<file path="src/rtl/bus_pkg.sv">
// Shared definitions for the bus decoder: FSM state encoding and the default
// two-slave address map.
package bus_pkg;

    typedef enum logic [1:0] {
        IDLE   = 2'd0,
        ACCESS = 2'd1,
        ERROR  = 2'd2
    } state_t;

    localparam int DEFAULT_N_SLAVES = 2;
    localparam int DEFAULT_TIMEOUT  = 15;

    // Packed maps: element [k] describes slave k.
    localparam logic [1:0][31:0] DEFAULT_BASE_ADDR   = {32'h0001_0000, 32'h0000_0000};
    localparam logic [1:0][31:0] DEFAULT_REGION_SIZE = {32'd4096, 32'd4096};

    function automatic int sel_width(input int n);
        return (n > 1) ? $clog2(n) : 1;
    endfunction

endpackage

</file>
<file path="src/rtl/addr_region_match.sv">
// Combinational check of whether an address falls inside one slave region,
// i.e. BASE <= addr < BASE + SIZE, evaluated in 33 bits so the end may reach 2^32.
module addr_region_match #(
    parameter logic [31:0] BASE = 32'h0000_0000,
    parameter logic [31:0] SIZE = 32'd4096
) (
    input  logic [31:0] addr,
    output logic        hit
);

    localparam logic [32:0] LIMIT = {1'b0, BASE} + {1'b0, SIZE};

    assign hit = (addr >= BASE) && ({1'b0, addr} < LIMIT);

endmodule

</file>
<file path="src/rtl/bus_decoder.sv">
// Single-master to N-slave address decoder with per-access response timeout
// and error reporting for unmapped or unresponsive accesses.
module bus_decoder
    import bus_pkg::*;
#(
    parameter int                         N_SLAVES    = DEFAULT_N_SLAVES,
    parameter logic [N_SLAVES-1:0][31:0]  BASE_ADDR   = DEFAULT_BASE_ADDR,
    parameter logic [N_SLAVES-1:0][31:0]  REGION_SIZE = DEFAULT_REGION_SIZE,
    parameter int                         TIMEOUT     = DEFAULT_TIMEOUT
) (
    input  logic                         clk_i,
    input  logic                         rst_i,
    input  logic [31:0]                  m_add_i,
    input  logic [31:0]                  m_wdata_i,
    input  logic [3:0]                   m_ble_i,
    input  logic                         m_re_i,
    input  logic                         m_we_i,
    output logic [31:0]                  m_rdata_o,
    output logic                         m_valid_o,
    output logic                         m_err_o,
    output logic [31:0]                  s_add_o,
    output logic [31:0]                  s_wdata_o,
    output logic [3:0]                   s_ble_o,
    output logic [N_SLAVES-1:0]          s_re_o,
    output logic [N_SLAVES-1:0]          s_we_o,
    input  logic [N_SLAVES-1:0][31:0]    s_rdata_i,
    input  logic [N_SLAVES-1:0]          s_valid_i,
    output logic [31:0]                  err_addr_o
);

    localparam int SEL_W = sel_width(N_SLAVES);
    localparam int TMR_W = $clog2(TIMEOUT + 1);

    state_t             state_reg, state_next;
    logic [SEL_W-1:0]   sel_reg, sel_next;
    logic [TMR_W-1:0]   timer_reg, timer_next;
    logic [31:0]        err_addr_reg, err_addr_next;

    logic [N_SLAVES-1:0] hit;
    logic                any_hit;
    logic [SEL_W-1:0]    hit_idx;
    logic                request;

    assign request    = m_re_i | m_we_i;
    assign s_add_o    = m_add_i;
    assign s_wdata_o  = m_wdata_i;
    assign s_ble_o    = m_ble_i;
    assign err_addr_o = err_addr_reg;

    genvar gi;
    generate
        for (gi = 0; gi < N_SLAVES; gi++) begin : g_match
            addr_region_match #(
                .BASE (BASE_ADDR[gi]),
                .SIZE (REGION_SIZE[gi])
            ) u_match (
                .addr (m_add_i),
                .hit  (hit[gi])
            );
        end
    endgenerate

    // Scan from the top down so the lowest-numbered overlapping slave wins.
    always_comb begin
        any_hit = 1'b0;
        hit_idx = '0;
        for (int k = N_SLAVES - 1; k >= 0; k--) begin
            if (hit[k]) begin
                any_hit = 1'b1;
                hit_idx = SEL_W'(k);
            end
        end
    end

    always_comb begin
        state_next    = state_reg;
        sel_next      = sel_reg;
        timer_next    = timer_reg;
        err_addr_next = err_addr_reg;
        s_re_o        = '0;
        s_we_o        = '0;
        m_valid_o     = 1'b0;
        m_err_o       = 1'b0;
        m_rdata_o     = '0;

        // Outputs are held quiet while reset is asserted, even if a request is present.
        if (!rst_i) begin
            case (state_reg)
                IDLE: begin
                    if (request) begin
                        if (any_hit) begin
                            s_re_o[hit_idx] = m_re_i;
                            s_we_o[hit_idx] = m_we_i;
                            sel_next        = hit_idx;
                            if (s_valid_i[hit_idx]) begin
                                m_valid_o = 1'b1;
                                m_rdata_o = s_rdata_i[hit_idx];
                            end else begin
                                state_next = ACCESS;
                                timer_next = '0;
                            end
                        end else begin
                            err_addr_next = m_add_i;
                            state_next    = ERROR;
                        end
                    end
                end

                ACCESS: begin
                    if (!request) begin
                        state_next = IDLE;
                    end else begin
                        s_re_o[sel_reg] = m_re_i;
                        s_we_o[sel_reg] = m_we_i;
                        if (s_valid_i[sel_reg]) begin
                            m_valid_o  = 1'b1;
                            m_rdata_o  = s_rdata_i[sel_reg];
                            state_next = IDLE;
                        end else if (timer_reg == TMR_W'(TIMEOUT)) begin
                            m_valid_o     = 1'b1;
                            m_err_o       = 1'b1;
                            err_addr_next = m_add_i;
                            state_next    = IDLE;
                        end else begin
                            timer_next = timer_reg + TMR_W'(1);
                        end
                    end
                end

                ERROR: begin
                    m_valid_o  = 1'b1;
                    m_err_o    = 1'b1;
                    state_next = IDLE;
                end

                default: state_next = IDLE;
            endcase
        end
    end

    always_ff @(posedge clk_i) begin
        if (rst_i) begin
            state_reg    <= IDLE;
            sel_reg      <= '0;
            timer_reg    <= '0;
            err_addr_reg <= '0;
        end else begin
            state_reg    <= state_next;
            sel_reg      <= sel_next;
            timer_reg    <= timer_next;
            err_addr_reg <= err_addr_next;
        end
    end

endmodule

</file>
<file path="config.mk">
export PLATFORM = sky130hd
export DESIGN_NAME = bus_decoder
export DESIGN_NICKNAME = d
export VERILOG_FILES = /design/src/rtl/bus_pkg.sv /design/src/rtl/addr_region_match.sv /design/src/rtl/bus_decoder.sv
export SDC_FILE = /design/constraint.sdc
export NUM_CORES = 1
export LEC_CHECK = 0
export ABC_AREA = 1
export ABC_CLOCK_PERIOD_IN_PS = 2050
export CAP_MARGIN = 20
export CORE_ASPECT_RATIO = 0.9
export CORE_MARGIN = 4
export CORE_UTILIZATION = 33
export CTS_BUF_LIST = sky130_fd_sc_hd__clkbuf_4
export CTS_CLUSTER_SIZE = 16
export DETAILED_ROUTE_END_ITERATION = 8
export GPL_ROUTABILITY_DRIVEN = 0
export PLACE_DENSITY = 0.87
export SLEW_MARGIN = 10
export SYNTH_ARGS = -nofsm -noshare
export SYNTH_HDL_FRONTEND = slang
export SYNTH_SLANG_ARGS = --single-unit
export TNS_END_PERCENT = 50
</file>
<file path="constraint.sdc">
create_clock -name clk_i -period 2.05 [get_ports clk_i]
set_clock_uncertainty 0.05 [all_clocks]
set_input_delay 0.41 -clock clk_i [delete_from_list [all_inputs] [get_ports clk_i]]
set_output_delay 0.41 -clock clk_i [all_outputs]
set_load 0.05 [all_outputs]
</file>
==> impl_results.md, run 1 <==
* 1st-pass router iterations at 5
* Clock share of power at 14.2%
* Syn Nets at 733
* Flip-flop count of the largest register after layout at 32
* Vias in the first global route at 4775
* Core Area at 11400 sq um
* Inserted Clock Buffers at 5
* Largest cells by area after synthesis: dfxtp_1, buf_4, nand2_1
* Switching share of power at 43.1%
* Leak pwr at 0.00315 uW
* Largest net degree at the start of global routing at 58
* ANT cells at 0
* Sequential group share of total power at 30.2%
* Final Cycle Share at 120%
* Clk Tree Root Cell: clkbuf_4
* Hold Path Origin: m_add_i[20]
* Required @ worst endpoint at 1590 ps
* Endpoints failing setup at 38
* Power Dens Cells at 392 nW/um^2
* Tot Pwr at 2950 uW
* Share of cells above drive strength 1 at 40.3%
* Cell row count at 37
* Bufs on Longest Clock Path at 2
* CP endpoint kind: output pin
* Fin crit period at 2470 ps
* Int Power at 1680 uW
* Die W at 122 um
* CTS tree: yes
* Routed WL at 15.1 mm
* Final setup slack of the worst path at -417 ps
* Yosys reg bits at 39
* Die Height at 111 um
* CTS H-tree lvls at 2
* Crit Path Max Fanout at 8
* PortBufs at 203
* RSZ-0062 raised after global routing: yes
* Hold Crit Class: primary input to flip-flop
* Seq/Total Area, Yosys at 20.2%
* Status: complete, but fails checks
* Max Cap Violations at 0
* Reg2reg start: state_reg[1]
* Worst-margin pin slew at 551 ps
* GRT overflow at 0
* Most common cell in the netlist: nand2_1
* EDFF count, synth at 0
* Syn avg cell area at 6.53 sq um
* Fmax achieved at 0.405 GHz
* Worst-Skew Late Latency at 360 ps
* Initial Util at 33.8%
* Count of cell types in the netlist at 31
* GR Util All Layers at 21.5%
* Setup slack at placement at -856 ps
* Via Count at 4547
* Post-Synthesis Cells at 591
* Top cell type's share of synthesized area at 20.2%
* Critical Path AT at 2010 ps
* Clock transition at path regs at 150 ps
* P&R area growth vs syn at 95.3%
* Net Sw Power at 1270 uW
* Logic pwr share at 55.6%
* Crit path kind: primary input to output pin
* Final net count at 918
* Largest area contributor in the netlist: dfxtp_1
* Slew Limit Fails at 0
* Routed Antenna Nets at 0
* I/O pins at 276
* Most instantiated cells after synthesis: nand2_1, nor2_1, buf_4
* Synthesized area at 3860 sq um
* Ys async rst share at 0%
* Yosys warns at 0
* Num Clock Sinks at 39
* Die Area at 13500 sq um
* 1st-iter DRT viols at 276
* Launch point of the worst path: m_add_i[18]
* Hold buffer count at cts at 0
* Detail-routed net length per standard cell at 16.1 um
* Final hold violation count at 0
* Worst setup SP type: primary input
* Drc violations at 0
* Initial antenna violation count at 0
* Top FF cell, synth: dfxtp_1
* DPL Wire Length at 11.1 mm
* Filler instances at 891
* Failing checks: negative setup slack
* Worst VDD drop at 0.000426 V
* First-pass GRT wire length at 23.7 mm
* Vias per inst at 4.87
* Slew margin rel. at 63.2%
layout by cell type (no fill, tap or decap), types with 2 or more instances in the layout:
master / Yosys / routed
o211ai_1: 32 / 32
buf_6: 1 / 14
o22ai_2: 0 / 2
nor2_4: 2 / 12
or2_0: 10 / 9
nand3_2: 24 / 19
nand4_1: 2 / 2
nand3_1: 18 / 8
ha_1: 4 / 2
buf_2: 5 / 10
nand3_4: 1 / 16
nand2_2: 4 / 8
nand2_4: 3 / 7
buf_12: 3 / 79
or2_2: 22 / 22
inv_2: 3 / 7
inv_1: 53 / 48
nand2_1: 95 / 87
a21oi_1: 21 / 8
dfxtp_1: 39 / 38
buf_4: 71 / 59
dlymetal6s2s_1: 0 / 10
nor2_2: 1 / 6
buf_16: 0 / 2
clkdlybuf4s50_1: 0 / 102
a21oi_4: 0 / 33
o21ai_0: 37 / 34
o21ai_4: 0 / 2
nor2_1: 91 / 76
o21ai_1: 2 / 3
clkbuf_4: 0 / 5
buf_8: 0 / 2
cell families after synthesis:
family / after synthesis / synth area share, %
and+or+nand+nor: 275 / 35.5
buffers and inverters: 158 / 23.9
AOI/OAI and AO/OA: 114 / 18.9
DFF: 39 / 20.2
adders and majority gates: 4 / 1.30
xor gates and xnor gates: 1 / 0.227
worst max-delay path, cell delays in order:
cell and delay [ps]:
buf_8 100, nor2_4 110, nand2_4 80, nand2_4 70, nand2_4 50, buf_6 110, nand4_1 160, nand2_4 100
nor2_8 220, buf_12 190, nand3_4 80, a21oi_4 170, buf_12 150
stage by stage:
stage          std cells  hold WS [ps]  instance area [sq um]  TNS (ps)  utilization, %
2_1_floorplan        591           406                   4240     -5300               -
3_3_place_gp         909           410                   7010    -39450            61.3
6_report             933           289                   7540    -14110            66.0
5_1_grt              933           288                   7540    -18360            66.0
3_5_place_dp         909           422                   7010    -42320            61.3
4_1_cts              933           275                   7420    -14810            64.9
worst paths after layout:
check / endpoint / slack [ps] / depth (start not counted)
setup / recovery: m_rdata_o[25] / -420 / 13
hold / removal: err_addr_o[20] / 290 / 3
setup reg to reg: err_addr_o[29] / 190 / 11
hold reg to reg: err_addr_o[5] / 440 / 2
repair_timing:
action | in CTS | in global routing
resized for setup | 148 | 38
setup endpoints to repair | 41 | 48
pin swaps | 32 | 23
cloned | 4 | 0
setup buffers | 12 | 4
final cells by class:
cell class                 count  area [sq um]  share of cell area, %
multi-input combinational    394          2800                   37.1
sequential                    39           782                   10.4
timing repair buffer         280          3500                   46.4
clock inverter                 3          20.0                  0.265
tap                          156           195                   2.59
clock buffer                   5          37.5                  0.498
inverter                      56           215                   2.85
power groups by stage:
stage               sequential, uW  combinational (uW)  clock (uW)
global route                   904                1740         470
floorplan                     1190                 759           0
finish                         891                1640         420
CTS                            892                1640         431
detailed placement             909                1590           0
global placement               902                1570           0
metal layers:
metal / global-route usage [%] / routed length (um)
met4: 5.97 / 342
met5: 0 / 0
met3: 6.14 / 1160
met2: 38.3 / 7770
met1: 24.8 / 5780
Power figures use the tool's default switching activity.
==> run 2, diff against run 1 <==
--- a/config.mk
+++ b/config.mk
@@ -6,16 +6,16 @@
 export NUM_CORES = 1
 export LEC_CHECK = 0
 export ABC_AREA = 1
-export ABC_CLOCK_PERIOD_IN_PS = 2050
+export ABC_CLOCK_PERIOD_IN_PS = 2800
 export CAP_MARGIN = 20
 export CORE_ASPECT_RATIO = 0.9
 export CORE_MARGIN = 4
-export CORE_UTILIZATION = 33
+export CORE_UTILIZATION = 36
 export CTS_BUF_LIST = sky130_fd_sc_hd__clkbuf_4
 export CTS_CLUSTER_SIZE = 16
 export DETAILED_ROUTE_END_ITERATION = 8
 export GPL_ROUTABILITY_DRIVEN = 0
-export PLACE_DENSITY = 0.87
+export PLACE_DENSITY = 0.9
 export SLEW_MARGIN = 10
 export SYNTH_ARGS = -nofsm -noshare
 export SYNTH_HDL_FRONTEND = slang
==> constraint.sdc (replaced) <==
create_clock -name clk_i -period 2.8 [get_ports clk_i]
set_clock_uncertainty 0.05 [all_clocks]
set_input_delay 0.56 -clock clk_i [delete_from_list [all_inputs] [get_ports clk_i]]
set_output_delay 0.56 -clock clk_i [all_outputs]
set_load 0.05 [all_outputs]
==> run 2 against run 1 <==
  * The flow still finishes with violations (negative setup slack)
  * Global-route usage down 0.20 points
  * Worst hold slack better by 130 ps
  * Wire length down 4.0%
  * Utilization down 1.0 points
  * Register-to-register slack better by 580 ps
  * Critical path depth unchanged
  * Die area down 7.8%
  * Non-clock buffer count down 21
  * Flip-flop and latch count unchanged
  * Combinational power down 37%
  * Critical endpoint is now m_rdata_o[0]
==> impl_results.md, run 2 (synthesis gave the netlist of run 1 again) <==
* Status: complete, but fails checks (unchanged)
* Failing checks: negative setup slack (unchanged)
* Slew margin rel. at 62.7% (was 63.2%)
* DPL Wire Length at 10.0 mm (was 11.1 mm)
* Met2 WL at 7.65 mm (was 7.77 mm)
* Initial antenna violation count at 0 (unchanged)
* Worst-margin pin slew at 559 ps (was 551 ps)
* Final Cycle Share at 101%
* Filler instances at 821 (was 891)
* CTS H-tree lvls at 2 (unchanged)
* Critical Path AT at 2230 ps (was 2010 ps)
* Final hold violation count at 0 (unchanged)
* Share of cells above drive strength 1 at 37.0% (was 40.3%)
* 1st-iter DRT viols at 325 (was 276)
* Hold Crit Class: primary input to flip-flop (unchanged)
* Core Area at 10400 sq um (was 11400 sq um)
* Routed Antenna Nets at 0 (unchanged)
* Bufs on Longest Clock Path at 2 (unchanged)
* Die Area at 12400 sq um (was 13500 sq um)
* Leak pwr at 0.00280 uW (was 0.00315 uW)
* GRT overflow at 0 (unchanged)
* CP endpoint kind: output pin (unchanged)
* Clock share of power at 15.5% (was 14.2%)
* Met3 Wirelength at 884 um (was 1.16 mm)
* Endpoints failing setup at 14 (was 38)
* Fin crit period at 2840 ps
* Switching share of power at 43.3% (was 43.1%)
* Power Dens Cells at 297 nW/um^2 (was 392 nW/um^2)
* I/O pins at 276 (unchanged)
* Slew Limit Fails at 0 (unchanged)
* Hold Slack at 415 ps (was 289 ps)
* Num Clock Sinks at 39 (unchanged)
* Final setup slack of the worst path at -36.0 ps (was -417 ps)
* Cell row count at 35 (was 37)
* ANT cells at 0 (unchanged)
* Commonest non-fill, non-tap cells in the layout: clkdlybuf4s50_1, nor2_1, nand2_1, buf_4, inv_1 (was clkdlybuf4s50_1, nand2_1, buf_12, nor2_1, buf_4)
* Largest net degree at the start of global routing at 65 (was 58)
* Drc violations at 0 (unchanged)
* PortBufs at 203 (unchanged)
* Crit Path Max Fanout at 7 (was 8)
* Die Height at 106 um (was 111 um)
* Placed inst area at 6050 sq um (was 7010 sq um)
* RSZ-0062 raised after global routing: yes (unchanged)
* Clk Tree Root Cell: clkbuf_4 (unchanged)
* Inserted Clock Buffers at 5 (unchanged)
* Fmax achieved at 0.353 GHz
* Detail-routed net length per standard cell at 16.3 um (was 16.1 um)
* Post-Route Utilization at 64.9% (was 66.0%)
* Initial Util at 37.2% (was 33.8%)
* Post-Layout Inst Area at 6740 sq um (was 7540 sq um)
* CTS tree: yes (unchanged)
* Final net count at 897 (was 918)
* Required @ worst endpoint at 2190 ps (was 1590 ps)
* Net Sw Power at 866 uW (was 1270 uW)
* Vias per inst at 5.09 (was 4.87)
* 1st-pass router iterations at 5 (unchanged)
* Worst setup SP type: primary input (unchanged)
* Vias in the first global route at 4352 (was 4775)
* Crit path kind: primary input to output pin (unchanged)
* Flip-flop count of the largest register after layout at 32 (unchanged)
* Logic pwr share at 51.8% (was 55.6%)
* Clock transition at path regs at 120 ps (was 150 ps)
* Routed WL at 14.4 mm (was 15.1 mm)
* Via Count at 4506 (was 4547)
* Int Power at 1130 uW (was 1680 uW)
* WL met1 at 5.42 mm (was 5.78 mm)
* Worst VDD drop at 0.000364 V (was 0.000426 V)
* P&R area growth vs syn at 74.5% (was 95.3%)
* Worst-Skew Late Latency at 360 ps (about the same)
* First-pass GRT wire length at 21.2 mm (was 23.7 mm)
* Top Layer Used: met4 (unchanged)
* Sequential group share of total power at 32.7% (was 30.2%)
* GR Util All Layers at 21.3% (was 21.5%)
* Die W at 117 um (was 122 um)
* Max Cap Violations at 0 (unchanged)
* Most common cell after layout, fill and taps aside: clkdlybuf4s50_1 (unchanged)
## run 2: critical path, stage by stage
cell	delay, ps
buf_2	120
nor2_2	120
nand2_2	100
nor2_4	160
nand3_4	120
buf_6	140
buf_8	130
buf_6	130
buf_16	140
nand2_4	60
nand3_4	80
a21oi_4	190
buf_12	150
## run 2: path summary, 6_finish.rpt
check,startpoint,endpoint,slack [ps],cells past startpoint
max,m_add_i[20],m_rdata_o[0],-40,13
min,m_add_i[27],err_addr_o[27],410,3
max reg2reg,state_reg[1],err_addr_o[3],770,10
min reg2reg,err_addr_o[30],err_addr_o[30],440,2
## run 2: area by class of cell
| class | instances | area (sq um) | area share, % |
|---|---|---|---|
| Timing Repair Buffer | 259 | 2970 | 44.1 |
| Multi-Input combinational cell | 394 | 2550 | 37.9 |
| Sequential cell | 39 | 781 | 11.6 |
| Inverter | 56 | 210 | 3.12 |
| Tap cell | 129 | 161 | 2.40 |
| Clock buffer | 7 | 52.6 | 0.780 |
| Clock inverter | 1 | 5.00 | 0.0743 |
## run 2: power by group through the flow
stage	registers, uW	logic (uW)	clock network, uW
after floorplan	874	523	0
after global placement	661	978	0
after detailed placement	666	991	0
after CTS	654	996	322
after global routing	661	1100	345
final	654	1040	309
## run 2: repair_timing
item,4_1_cts,5_1_grt
gates resized for setup,118,75
buffers inserted,7,2
cloned,5,2
hold buffers,0,0
pin swaps,20,41
setup endpoints to repair,37,32
## run 2: metal layers
layer	vias to the layer above	global-route usage [%]
li1	2159	-
met1	2113	25.2
met2	196	36.8
met3	38	5.18
met4	0	7.53
met5	-	0
## run 2: stage by stage
step | total power [uW] | setup WS, ps | setup TNS [ps] | instances
finish | 2000 | -36.0 | -218 | 885
global route | 2110 | -82.3 | -1580 | 885
CTS | 1970 | -53.1 | -285 | 882
detailed placement | 1660 | -377 | -9950 | 862
global placement | 1640 | -302 | -8670 | 862
floorplan | 1400 | -105 | -383 | 591
==> run 3, diff against run 2 <==
--- a/config.mk
+++ b/config.mk
@@ -16,6 +16,7 @@
 export DETAILED_ROUTE_END_ITERATION = 8
 export GPL_ROUTABILITY_DRIVEN = 0
 export PLACE_DENSITY = 0.9
+export SKIP_CTS_REPAIR_TIMING = 1
 export SLEW_MARGIN = 10
 export SYNTH_ARGS = -nofsm -noshare
 export SYNTH_HDL_FRONTEND = slang
==> run 3 against run 2 <==
  * The run still ends with negative setup slack left
  * Count of clock-buffer cells in the layout unchanged
  * Final area down 2.5%
  * Power down 0.69%
  * Highest routed layer unchanged
  * Sequential power about the same
  * Combinational power about the same
  * Die area unchanged
==> impl_results.md, run 3 (synthesis gave the netlist of run 1 again) <==
* Status: complete, but fails checks (unchanged)
* Failing checks: negative setup slack (unchanged)
* Final hold violation count at 0 (unchanged)
* Initial Util at 37.2% (unchanged)
* Power Dens Cells at 302 nW/um^2 (was 297 nW/um^2)
* RSZ-0062 raised after global routing: yes (unchanged)
* 1st-iter DRT viols at 238 (was 325)
* Core Area at 10400 sq um (unchanged)
* Required @ worst endpoint at 2190 ps (about the same)
* Die W at 117 um (unchanged)
* Switching share of power at 43.3% (about the same)
* Fmax achieved at 0.352 GHz (was 0.353 GHz)
* Share of cells above drive strength 1 at 35.3% (was 37.0%)
* Worst setup SP type: primary input (unchanged)
* I/O pins at 276 (unchanged)
* CP endpoint kind: output pin (unchanged)
* P&R area growth vs syn at 70.3% (was 74.5%)
* Met2 WL at 7.20 mm (was 7.65 mm)
* Largest net degree at the start of global routing at 65 (unchanged)
* 1st-pass router iterations at 6 (was 5)
* Worst-margin pin slew at 560 ps (was 559 ps)
* Final Cycle Share at 102% (was 101%)
* Endpoints failing setup at 17 (was 14)
* PortBufs at 203 (unchanged)
* Initial antenna violation count at 0 (unchanged)
* Cell row count at 35 (unchanged)
* Slew Limit Fails at 0 (unchanged)
* Inserted Clock Buffers at 5 (unchanged)
* GRT overflow at 0 (unchanged)
* Flip-flop count of the largest register after layout at 32 (unchanged)
* Top Layer Used: met4 (unchanged)
* Worst VDD drop at 0.000369 V (was 0.000364 V)
* GR Util All Layers at 19.4% (was 21.3%)
* Slew margin rel. at 62.6% (was 62.7%)
* Clk Tree Root Cell: clkbuf_4 (unchanged)
* Final net count at 891 (was 897)
* CTS H-tree lvls at 2 (unchanged)
* Via Count at 4339 (was 4506)
* Routed WL at 13.6 mm (was 14.4 mm)
* Critical Path AT at 2230 ps (about the same)
* Met3 Wirelength at 659 um (was 884 um)
* Leak pwr at 0.00271 uW (was 0.00280 uW)
* ANT cells at 0 (unchanged)
* Bufs on Longest Clock Path at 2 (unchanged)
* Die Height at 106 um (unchanged)
* Sequential group share of total power at 32.9% (was 32.7%)
* Routed Antenna Nets at 0 (unchanged)
* Worst-Skew Late Latency at 350 ps (was 360 ps)
* Fin crit period at 2840 ps (about the same)
* Final setup slack of the worst path at -43.1 ps (was -36.0 ps)
* Die Area at 12400 sq um (unchanged)
* CTS tree: yes (unchanged)
* Crit Path Max Fanout at 6 (was 7)
* First-pass GRT wire length at 19.6 mm (was 21.2 mm)
* Num Clock Sinks at 39 (unchanged)
* Setup slack at placement at -377 ps (unchanged)
* DPL Wire Length at 10.0 mm (unchanged)
* Clock share of power at 15.6% (was 15.5%)
* Commonest non-fill, non-tap cells in the layout: clkdlybuf4s50_1, nand2_1, nor2_1, buf_4, inv_1 (was clkdlybuf4s50_1, nor2_1, nand2_1, buf_4, inv_1)
* Int Power at 1130 uW (about the same)
* WL met1 at 5.32 mm (was 5.42 mm)
* Clock transition at path regs at 120 ps (about the same)
* Max Cap Violations at 0 (unchanged)
* Most common cell after layout, fill and taps aside: clkdlybuf4s50_1 (unchanged)
* Hold Slack at 442 ps (was 415 ps)
* Hold Crit Class: flip-flop to flip-flop (was primary input to flip-flop)
* Drc violations at 0 (unchanged)
* Detail-routed net length per standard cell at 15.5 um (was 16.3 um)
* Net Sw Power at 860 uW (was 866 uW)
* Vias in the first global route at 4073 (was 4352)
* Vias per inst at 4.94 (was 5.09)
* Logic pwr share at 51.5% (was 51.8%)
* Crit path kind: primary input to output pin (unchanged)
[run 3: critical path: stages]
cell	delay [ps]
clkbuf_2	120
nor2_4	40
nand2_2	100
nor2_4	70
buf_4	130
buf_4	120
nand4_1	150
nand2_4	100
nor2_8	210
clkbuf_16	210
nand3_2	70
a21oi_2	190
buf_12	160
[run 3: power groups by stage]
stage	Clock (uW)	Combinational (uW)	Sequential, uW
after floorplan	0	523	874
after global placement	0	978	661
after detailed placement	0	991	666
after CTS	322	993	654
after global routing	346	1090	661
final	310	1020	654
[run 3: cell type report]
cell class / instances / area, sq um
inverters: 56 / 210
well taps: 129 / 161
flip-flops and latches: 39 / 781
multi-input cells: 394 / 2550
fillers: 866 / 3800
repair buffers: 253 / 2810
clock inverters: 1 / 5.00
clock buffers: 7 / 52.6
[run 3: worst paths after layout]
check | startpoint | end | slack, ps | cells past startpoint
worst max-delay path | m_add_i[24] | m_rdata_o[21] | -40 | 13
worst min-delay path | err_addr_o[30] | err_addr_o[30] | 440 | 2
worst max register to register | state_reg[1] | err_addr_o[15] | 770 | 10
worst min register to register | err_addr_o[30] | err_addr_o[30] | 440 | 2
[run 3: per-layer routing]
| layer | track usage (%) | up-vias |
|---|---|---|
| li1 | - | 2141 |
| met1 | 23.7 | 2016 |
| met2 | 32.7 | 147 |
| met3 | 4.84 | 35 |
| met4 | 6.88 | 0 |
| met5 | 0 | - |
[run 3: per-stage QoR]
step           setup TNS (ps)  cells  total power (uW)  utilization, %  cell area, sq um
6_report                 -217    879              1990            63.3              6570
5_1_grt                 -2710    879              2100            63.3              6570
4_1_cts                -10050    870              1970            58.9              6110
3_5_place_dp            -9950    862              1660            58.3              6050
3_3_place_gp            -8670    862              1640            58.3              6050
2_1_floorplan            -383    591              1400               -              3880
